`config.mk`:
```
export PLATFORM = sky130hd
export DESIGN_NAME = fifo_drain_arbiter
export DESIGN_NICKNAME = d
export VERILOG_FILES = /design/src/rtl/fifo_drain_arbiter.sv
export SDC_FILE = /design/constraint.sdc
export NUM_CORES = 1
export LEC_CHECK = 0
export BUFFER_PORTS_ARGS = -buffer_cell sky130_fd_sc_hd__buf_2
export CORE_MARGIN = 2
export CORE_UTILIZATION = 35
export DETAILED_ROUTE_END_ITERATION = 7
export PLACE_DENSITY = 0.72
export SKIP_LAST_GASP = 1
export SLEW_MARGIN = 15
export SYNTH_ARGS = -nofsm -noshare
export SYNTH_HDL_FRONTEND = slang
export SYNTH_SLANG_ARGS = --single-unit
```
`constraint.sdc`:
```
create_clock -name i_clk -period 1.26 [get_ports i_clk]
set_input_delay 0.126 -clock i_clk [delete_from_list [all_inputs] [get_ports i_clk]]
set_output_delay 0.126 -clock i_clk [all_outputs]
set_load 0.02 [all_outputs]
```
`src/rtl/fifo_drain_arbiter.sv`:
```
// fifo_drain_arbiter: round-robin reader for a bank of registered-output FIFOs.
// It issues one read strobe at a time, captures the FIFO word one cycle later and
// presents it on a valid/ready port together with the source index.
// Optional feature macro: FIFO_ARB_BURST_EN. When it is defined, the last source
// may be regranted up to MAX_BURST consecutive words before rotating.
module fifo_drain_arbiter #(
  parameter int unsigned NUM_SRC    = 4,
  parameter int unsigned DATA_WIDTH = 8,
  parameter int unsigned MAX_BURST  = 4
) (
  input  logic                          i_clk,
  input  logic                          i_rst_n,
  input  logic [NUM_SRC-1:0]            i_src_empty,
  input  logic [NUM_SRC*DATA_WIDTH-1:0] i_src_data,
  input  logic [NUM_SRC-1:0]            i_src_mask,
  output logic [NUM_SRC-1:0]            o_src_rd,
  output logic                          o_out_valid,
  input  logic                          i_out_ready,
  output logic [DATA_WIDTH-1:0]         o_out_data,
  output logic [$clog2(NUM_SRC)-1:0]    o_out_src,
  output logic                          o_busy
);

  localparam int unsigned SrcW = $clog2(NUM_SRC);

  // Elaboration-time parameter sanity checks.
  if (NUM_SRC < 2 || NUM_SRC > 16) begin : g_bad_num_src
    $error("fifo_drain_arbiter: NUM_SRC must be in 2..16");
  end
  if (MAX_BURST < 1) begin : g_bad_max_burst
    $error("fifo_drain_arbiter: MAX_BURST must be at least 1");
  end

  typedef enum logic [1:0] {StIdle, StRead, StCapt, StHold} state_e;

  state_e                r_state;
  state_e                w_state_d;
  logic [SrcW-1:0]       r_sel;
  logic [SrcW-1:0]       w_sel_d;
  logic [SrcW-1:0]       r_last;
  logic                  r_out_valid;
  logic [DATA_WIDTH-1:0] r_out_data;
  logic [SrcW-1:0]       r_out_src;

  logic [NUM_SRC-1:0]    w_elig;
  logic                  w_rr_found;
  logic [SrcW-1:0]       w_rr_pick;
  logic [SrcW-1:0]       w_cand;
  int unsigned           w_idx;
  logic [DATA_WIDTH-1:0] w_src_words [NUM_SRC];

`ifdef FIFO_ARB_BURST_EN
  localparam int unsigned BurstW = $clog2(MAX_BURST + 1);
  logic [BurstW-1:0] r_burst;
  logic [BurstW-1:0] w_burst_d;
`endif

  assign w_elig = ~i_src_empty & i_src_mask;

  // Unflatten the FIFO data bus into one word per source.
  always_comb begin
    for (int unsigned i = 0; i < NUM_SRC; i++) begin
      w_src_words[i] = i_src_data[i*DATA_WIDTH +: DATA_WIDTH];
    end
  end

  // First eligible source after r_last, scanning upward with wrap-around.
  always_comb begin
    w_rr_found = 1'b0;
    w_rr_pick  = '0;
    w_cand     = '0;
    w_idx      = 0;
    for (int unsigned i = 1; i <= NUM_SRC; i++) begin
      w_idx  = (32'(r_last) + i) % NUM_SRC;
      w_cand = SrcW'(w_idx);
      if (!w_rr_found && w_elig[w_cand]) begin
        w_rr_found = 1'b1;
        w_rr_pick  = w_cand;
      end
    end
  end

  // Next-state logic: grant in IDLE, then walk READ -> CAPT -> HOLD.
  always_comb begin
    w_state_d = r_state;
    w_sel_d   = r_sel;
`ifdef FIFO_ARB_BURST_EN
    w_burst_d = r_burst;
`endif
    unique case (r_state)
      StIdle: begin
`ifdef FIFO_ARB_BURST_EN
        if (w_elig[r_last] && (r_burst < BurstW'(MAX_BURST))) begin
          w_state_d = StRead;
          w_sel_d   = r_last;
          w_burst_d = r_burst + BurstW'(1);
        end else if (w_rr_found) begin
          w_state_d = StRead;
          w_sel_d   = w_rr_pick;
          w_burst_d = BurstW'(1);
        end
`else
        if (w_rr_found) begin
          w_state_d = StRead;
          w_sel_d   = w_rr_pick;
        end
`endif
      end
      StRead: w_state_d = StCapt;
      StCapt: w_state_d = StHold;
      StHold: begin
        if (r_out_valid && i_out_ready) begin
          w_state_d = StIdle;
        end
      end
      default: w_state_d = StIdle;
    endcase
  end

  // State, selected source and burst counter registers.
  always_ff @(posedge i_clk) begin
    if (!i_rst_n) begin
      r_state <= StIdle;
      r_sel   <= '0;
`ifdef FIFO_ARB_BURST_EN
      r_burst <= '0;
`endif
    end else begin
      r_state <= w_state_d;
      r_sel   <= w_sel_d;
`ifdef FIFO_ARB_BURST_EN
      r_burst <= w_burst_d;
`endif
    end
  end

  // Capture the FIFO word one cycle after the read and hold it until accepted.
  always_ff @(posedge i_clk) begin
    if (!i_rst_n) begin
      r_out_valid <= 1'b0;
      r_out_data  <= '0;
      r_out_src   <= '0;
      r_last      <= SrcW'(NUM_SRC - 1);
    end else if (r_state == StCapt) begin
      r_out_valid <= 1'b1;
      r_out_data  <= w_src_words[r_sel];
      r_out_src   <= r_sel;
      r_last      <= r_sel;
    end else if (r_state == StHold && r_out_valid && i_out_ready) begin
      r_out_valid <= 1'b0;
    end
  end

  // Read strobe decoded from state and selection only, so it stays one-hot.
  always_comb begin
    o_src_rd = '0;
    if (r_state == StRead) begin
      o_src_rd[r_sel] = 1'b1;
    end
  end

  assign o_busy      = (r_state != StIdle);
  assign o_out_valid = r_out_valid;
  assign o_out_data  = r_out_data;
  assign o_out_src   = r_out_src;

endmodule

```
==> results.yml, run 1 <==
status:
  status: "complete, but fails checks"
  violations: "negative setup slack"
setup_path:
  crit_family: "multiplexers"
  required_ps: 1440
  max_stage_delay_ps: 490
  crit_slowest_cell: "mux4_2"
  crit_type: "reg2reg"
  worst_ep_arrival_time_ps: 1520
  critPathCaptureType: "flop"
  startpoint_type: "flop"
  crit_fanout: 7
  cp_cell_sequence: "buf_4 -> mux4_2 -> mux2i_1 -> nor2b_1"
  critPathBufInv: 1
synth:
  yosysWarnings: 0
  synth_cell_types: 30
  ys_ff_latch: 17
  netlist_instances: 102
  async_flop_share_pct: 0
  synth_flop_cell: "dfxtp_1"
  avgSynthCellArea_um2: 10.6
  syn_nets: 149
  ys_seq_area_share_pct: 31.6
  synth_area_um2: 1080
  synth_edf_count: 0
routing:
  drt_wl_total_mm: 2.72
  drtIter0Drc: 31
  vias: 1035
  wl_per_cell_um: 13.1
  drtAntennaViolNets: 0
  drt_pass1_iterations: 2
  drc: 0
  via_per_inst: 4.98
global_route:
  gr-total-overflow: 0
  grt_first_pass_wirelength_mm: 4.35
  grt_max_degree: 20
  antenna_found_initial: 0
  grt_pass1_vias: 1038
  grt_util_all_layers_pct: 16.1
placement:
  place_congestion: 0.774
  post_dp_cell_area_um2: 1440
  numPortBuffers: 58
  post-dp-hpwl_mm: 2.06
floorplanning:
  io_pins: 59
  die_y_um: 59.5
  fp-row-count: 20
  fp.dieW_um: 59.5
  core_um2: 3000
  floorplan.initialDensity_pct: 35.9
  dieArea_um2: 3540
sta:
  clock_skew_ps: 1.01
  finalSetupViolCount: 12
  rsz0062_at_grt: "yes"
  fmax_ghz: 0.748
  hold_violations: 0
  period_minus_slack_ps: 1340
  worstMarginPinSlew_ps: 429
  setup_ws_ps: -77.4
  finalCritPeriodShare_pct: 106
  slew_viol_final: 0
  maxSlewHeadroom_pct: 71.3
  tns_ps: -580
run:
  drv_cap: 0
layout:
  layout.nets: 223
  n_fill_cell: 285
  seq_area_um2: 349
  final_cell_mix: "buf_2, buf_4, dfxtp_1"
  syn_to_final_growth_pct: 51.5
  multi_input_area_um2: 724
  fin_area_um2: 1630
  final_common_cell: "buf_2"
  drive_gt1_share_pct: 58.9
  antenna_cells: 0
clocking:
  cts_made_buffers: 3
  clk_latency_ps: 280
  clk_path_buf_depth: 2
  tritoncts: "yes"
  holdBufCountCts: 0
  clk_pin_slew_ps: 100
  root_buffer: "clkbuf_4"
  cts_sinks: 17
  htreeDepth: 1
power_and_ir_drop:
  power_density_nw_per_um2: 1670
  power_w: 0.00273
  ir_drop_mv: 0.719
  p_leak_nw: 0.744
worst_hold_path:
  hold_path.class: "in2reg"
==> final cells by class <==
type | instances | area share [%]
sequential | 17 | 21.4
multi-input combinational | 74 | 44.3
timing repair buffer | 76 | 28.9
tap | 33 | 2.53
clock buffer | 4 | 1.61
inverter | 4 | 1.23
==> through the flow <==
step	hold slack (ps)	worst slack (ps)	std cells	utilization, %
after floorplan	343	-45.6	102	-
after global placement	463	-134	194	47.8
after detailed placement	469	-205	194	47.8
after CTS	177	-112	202	50.7
after global routing	210	-169	208	54.4
final	182	-77.4	208	54.4
==> power breakdown <==
group | switching [W] | total (W) | internal, W
Sequential | 0.000126 | 0.000810 | 0.000684
Clock | 0.000168 | 0.000291 | 0.000123
Combinational | 0.000699 | 0.00163 | 0.000929
Total | 0.000993 | 0.00273 | 0.00174
==> worst paths after layout <==
kind              slack [ps]  depth (start not counted)       endpoint          from
setup / recovery         -80                          4  o_out_data[6]      r_sel[0]
hold / removal           180                          2      r_last[0]       i_rst_n
setup reg to reg         -80                          4  o_out_data[6]      r_sel[0]
hold reg to reg          490                          2   o_out_src[0]  o_out_src[0]
==> cell families (layout without fill, tap and decap cells) <==
group                      Yosys count  count (layout)  share of synthesized area, %
buffers and inverters               11              84                          5.92
adders and majority gates            4               4                          4.64
and+or+nand+nor                     36              36                          18.7
muxes                               18              18                          27.4
DFF                                 17              17                          31.6
AOI/OAI and AO/OA                   16              16                          11.8
==> cells in the mapped netlist, types with 2 or more instances <==
master	n	share of area [%]
mux4_2	4	8.4
inv_1	4	1.4
dfxtp_1	17	32
buf_2	3	1.4
mux2i_1	10	9.3
nor2b_1	12	7.0
clkbuf_1	2	0.70
ha_1	4	4.6
mux4_1	4	9.7
nand2_1	9	3.1
nand3_1	3	1.4
nand2b_1	6	3.5
a21oi_1	4	1.9
a21boi_0	4	2.8
==> state kept, by name, summed over array words and instances (netlist names) <==
register,flops
r_last,2
o_out_data,8
o_out_valid,1
r_sel,2
r_state,2
o_out_src,2
==> timing repair <==
action                                  CTS  global route
setup buffers                             4             6
gates resized for setup                  13            25
pin swaps                                 0             3
cloned                                    0             0
endpoints found under the setup margin   14            18
==> layer usage <==
metal  part of all wire, %  wire [um]  up-vias  global-route usage (%)
met2                    48       1310       38                    29.8
met3                   6.6        181        2                    1.97
met4                  0.99         27        0                    6.67
met5                     0          0        -                       0
li1                      -          -      517                       -
met1                    44       1210      478                    18.5
Power figures use the tool's default switching activity.
==> inputs of run 2 (changes only) <==
--- a/config.mk
+++ b/config.mk
@@ -9,7 +9,7 @@
 export CORE_MARGIN = 2
 export CORE_UTILIZATION = 35
 export DETAILED_ROUTE_END_ITERATION = 7
-export PLACE_DENSITY = 0.72
+export PLACE_DENSITY = 0.73
 export SKIP_LAST_GASP = 1
 export SLEW_MARGIN = 15
 export SYNTH_ARGS = -nofsm -noshare
==> constraint.sdc (replaced) <==
create_clock -name i_clk -period 1.5 [get_ports i_clk]
set_input_delay 0.15 -clock i_clk [delete_from_list [all_inputs] [get_ports i_clk]]
set_output_delay 0.15 -clock i_clk [all_outputs]
set_load 0.02 [all_outputs]
==> run 2 against run 1 <==
The flow now finishes without violations. Routed wire length fell by 6.9%. Worst hold slack better by 15 ps. Final cell count decreased by 6.7%. Count of clock-buffer cells in the layout stayed put. Sequential power is 18% lower. Final area shrank 12%. Critical path depth is the same. Sequential share of layout area rose by 2.7 points. Clock power is 15% lower. Register-to-register slack improved by 200 ps. Utilization down 6.7 points.
==> results.yml, run 2 (same netlist as run 1, synthesis figures left out) <==
routing:
  drt_pass1_iterations: 4
  drc: 0
  via_per_inst: 5.07
  wl_per_cell_um: 13.1
  drtIter0Drc: 60
  vias: 983
  drtAntennaViolNets: 0
  drt_wl_total_mm: 2.53
layout:
  final_cell_mix: "buf_2, dfxtp_1, nor2b_1"
  seq_area_um2: 344
  n_fill_cell: 285
  antenna_cells: 0
  largest_reg_flops: 8
  drive_gt1_share_pct: 47.2
  layout.nets: 209
  final_common_cell: "buf_2"
  syn_to_final_growth_pct: 32.7
  multi_input_area_um2: 682
  fin_area_um2: 1430
sta:
  fmax_ghz: 0.712
  finalHoldWorstSlack_ps: 197
  tns_ps: 0
  maxSlewHeadroom_pct: 69.7
  clock_skew_ps: 6.86
  hold_violations: 0
  rsz0062_at_grt: "no"
  slew_viol_final: 0
  period_minus_slack_ps: 1400
  finalSetupViolCount: 0
  worstMarginPinSlew_ps: 454
  finalCritPeriodShare_pct: 93.6
  setup_ws_ps: 96.3
worst_hold_path:
  hold_path.class: "in2reg"
  min_from: "i_rst_n"
  min_path_cells: 2
  min_to: "r_last[0]"
global_route:
  grt_first_pass_wirelength_mm: 3.88
  antenna_found_initial: 0
  gr-max-usage-layer: "met2"
  met1_usage_pct: 16.7
  grt_max_degree: 20
  gr-total-overflow: 0
  grt_pass1_vias: 900
  grt_util_all_layers_pct: 14.2
  grt_use_met2_pct: 25.6
  grt_util_met3_pct: 1.97
clocking:
  cts_sinks: 17
  cts_setup_buffers: 0
  root_buffer: "clkbuf_4"
  clk_pin_slew_ps: 100
  holdBufCountCts: 0
  htreeDepth: 1
  post_cts_resized: 2
  clk_path_buf_depth: 2
  tritoncts: "yes"
  clk_latency_ps: 290
  cts_made_buffers: 3
floorplanning:
  die_y_um: 59.5
  fp.dieW_um: 59.5
  floorplan.initialDensity_pct: 35.9
  fp-row-count: 20
  core_um2: 3000
  io_pins: 59
  dieArea_um2: 3540
setup_path:
  required_ps: 1350
  crit_fanout: 4
  critPathCaptureType: "primary output"
  crit_type: "reg2out"
  startpoint_type: "flop"
  worst_ep_arrival_time_ps: 1250
  reg2reg_from: "r_sel[0]"
  reg2reg_depth: 4
  r2r_slack_ps: 120
  timing.rr.end: "o_out_data[4]"
placement:
  post-dp-hpwl_mm: 1.96
  place_congestion: 0.823
  post_dp_cell_area_um2: 1390
  post-place-ws_ps: 123
  numPortBuffers: 58
power_and_ir_drop:
  p_leak_nw: 0.677
  ir_drop_mv: 0.342
  power_density_nw_per_um2: 1310
status:
  status: "finished clean"
run:
  drv_cap: 0
## run 2: area by class of cell
class	instances	share of cell area (%)
Tap cell	33	2.88
Timing Repair Buffer	62	22.6
Clock buffer	4	1.84
Inverter	4	1.05
Multi-Input combinational cell	74	47.6
Sequential cell	17	24.0
## run 2: per-layer routing
layer / wire length (um) / up-vias
li1: - / 492
met1: 1130 / 448
met2: 1190 / 41
met3: 192 / 2
met4: 18 / 0
met5: 0 / -
## run 2: worst max-delay path: stages (launching register included)
cell,delay (ps)
dfxtp_2,350
inv_1,80
ha_2,200
nor3b_2,170
buf_4,170
## run 2: through the flow
step,power (W),cells,util [%]
2_1_floorplan,0.00138,102,-
3_3_place_gp,0.00159,190,46.3
3_5_place_dp,0.00163,190,46.3
4_1_cts,0.00189,194,47.4
5_1_grt,0.00203,194,47.7
6_report,0.00188,194,47.7
## run 2: worst max path at each step
| stage | startpoint | endpoint | slack, ps |
|---|---|---|---|
| 2_1_floorplan | r_sel[0] | o_out_data[0] | 190 |
| 3_3_place_gp | r_sel[0] | o_out_data[4] | 190 |
| 3_5_place_dp | r_sel[1] | o_out_data[0] | 120 |
| 4_1_cts | r_state[1] | o_src_rd[3] | 5 |
| 5_1_grt | r_state[1] | o_src_rd[0] | 4 |
| 6_report | r_state[1] | o_src_rd[0] | 100 |
## run 2: power by group
part	switching (W)	internal (W)
Clock	0.000142	0.000103
Combinational	0.000479	0.000491
Sequential	0.000100	0.000566
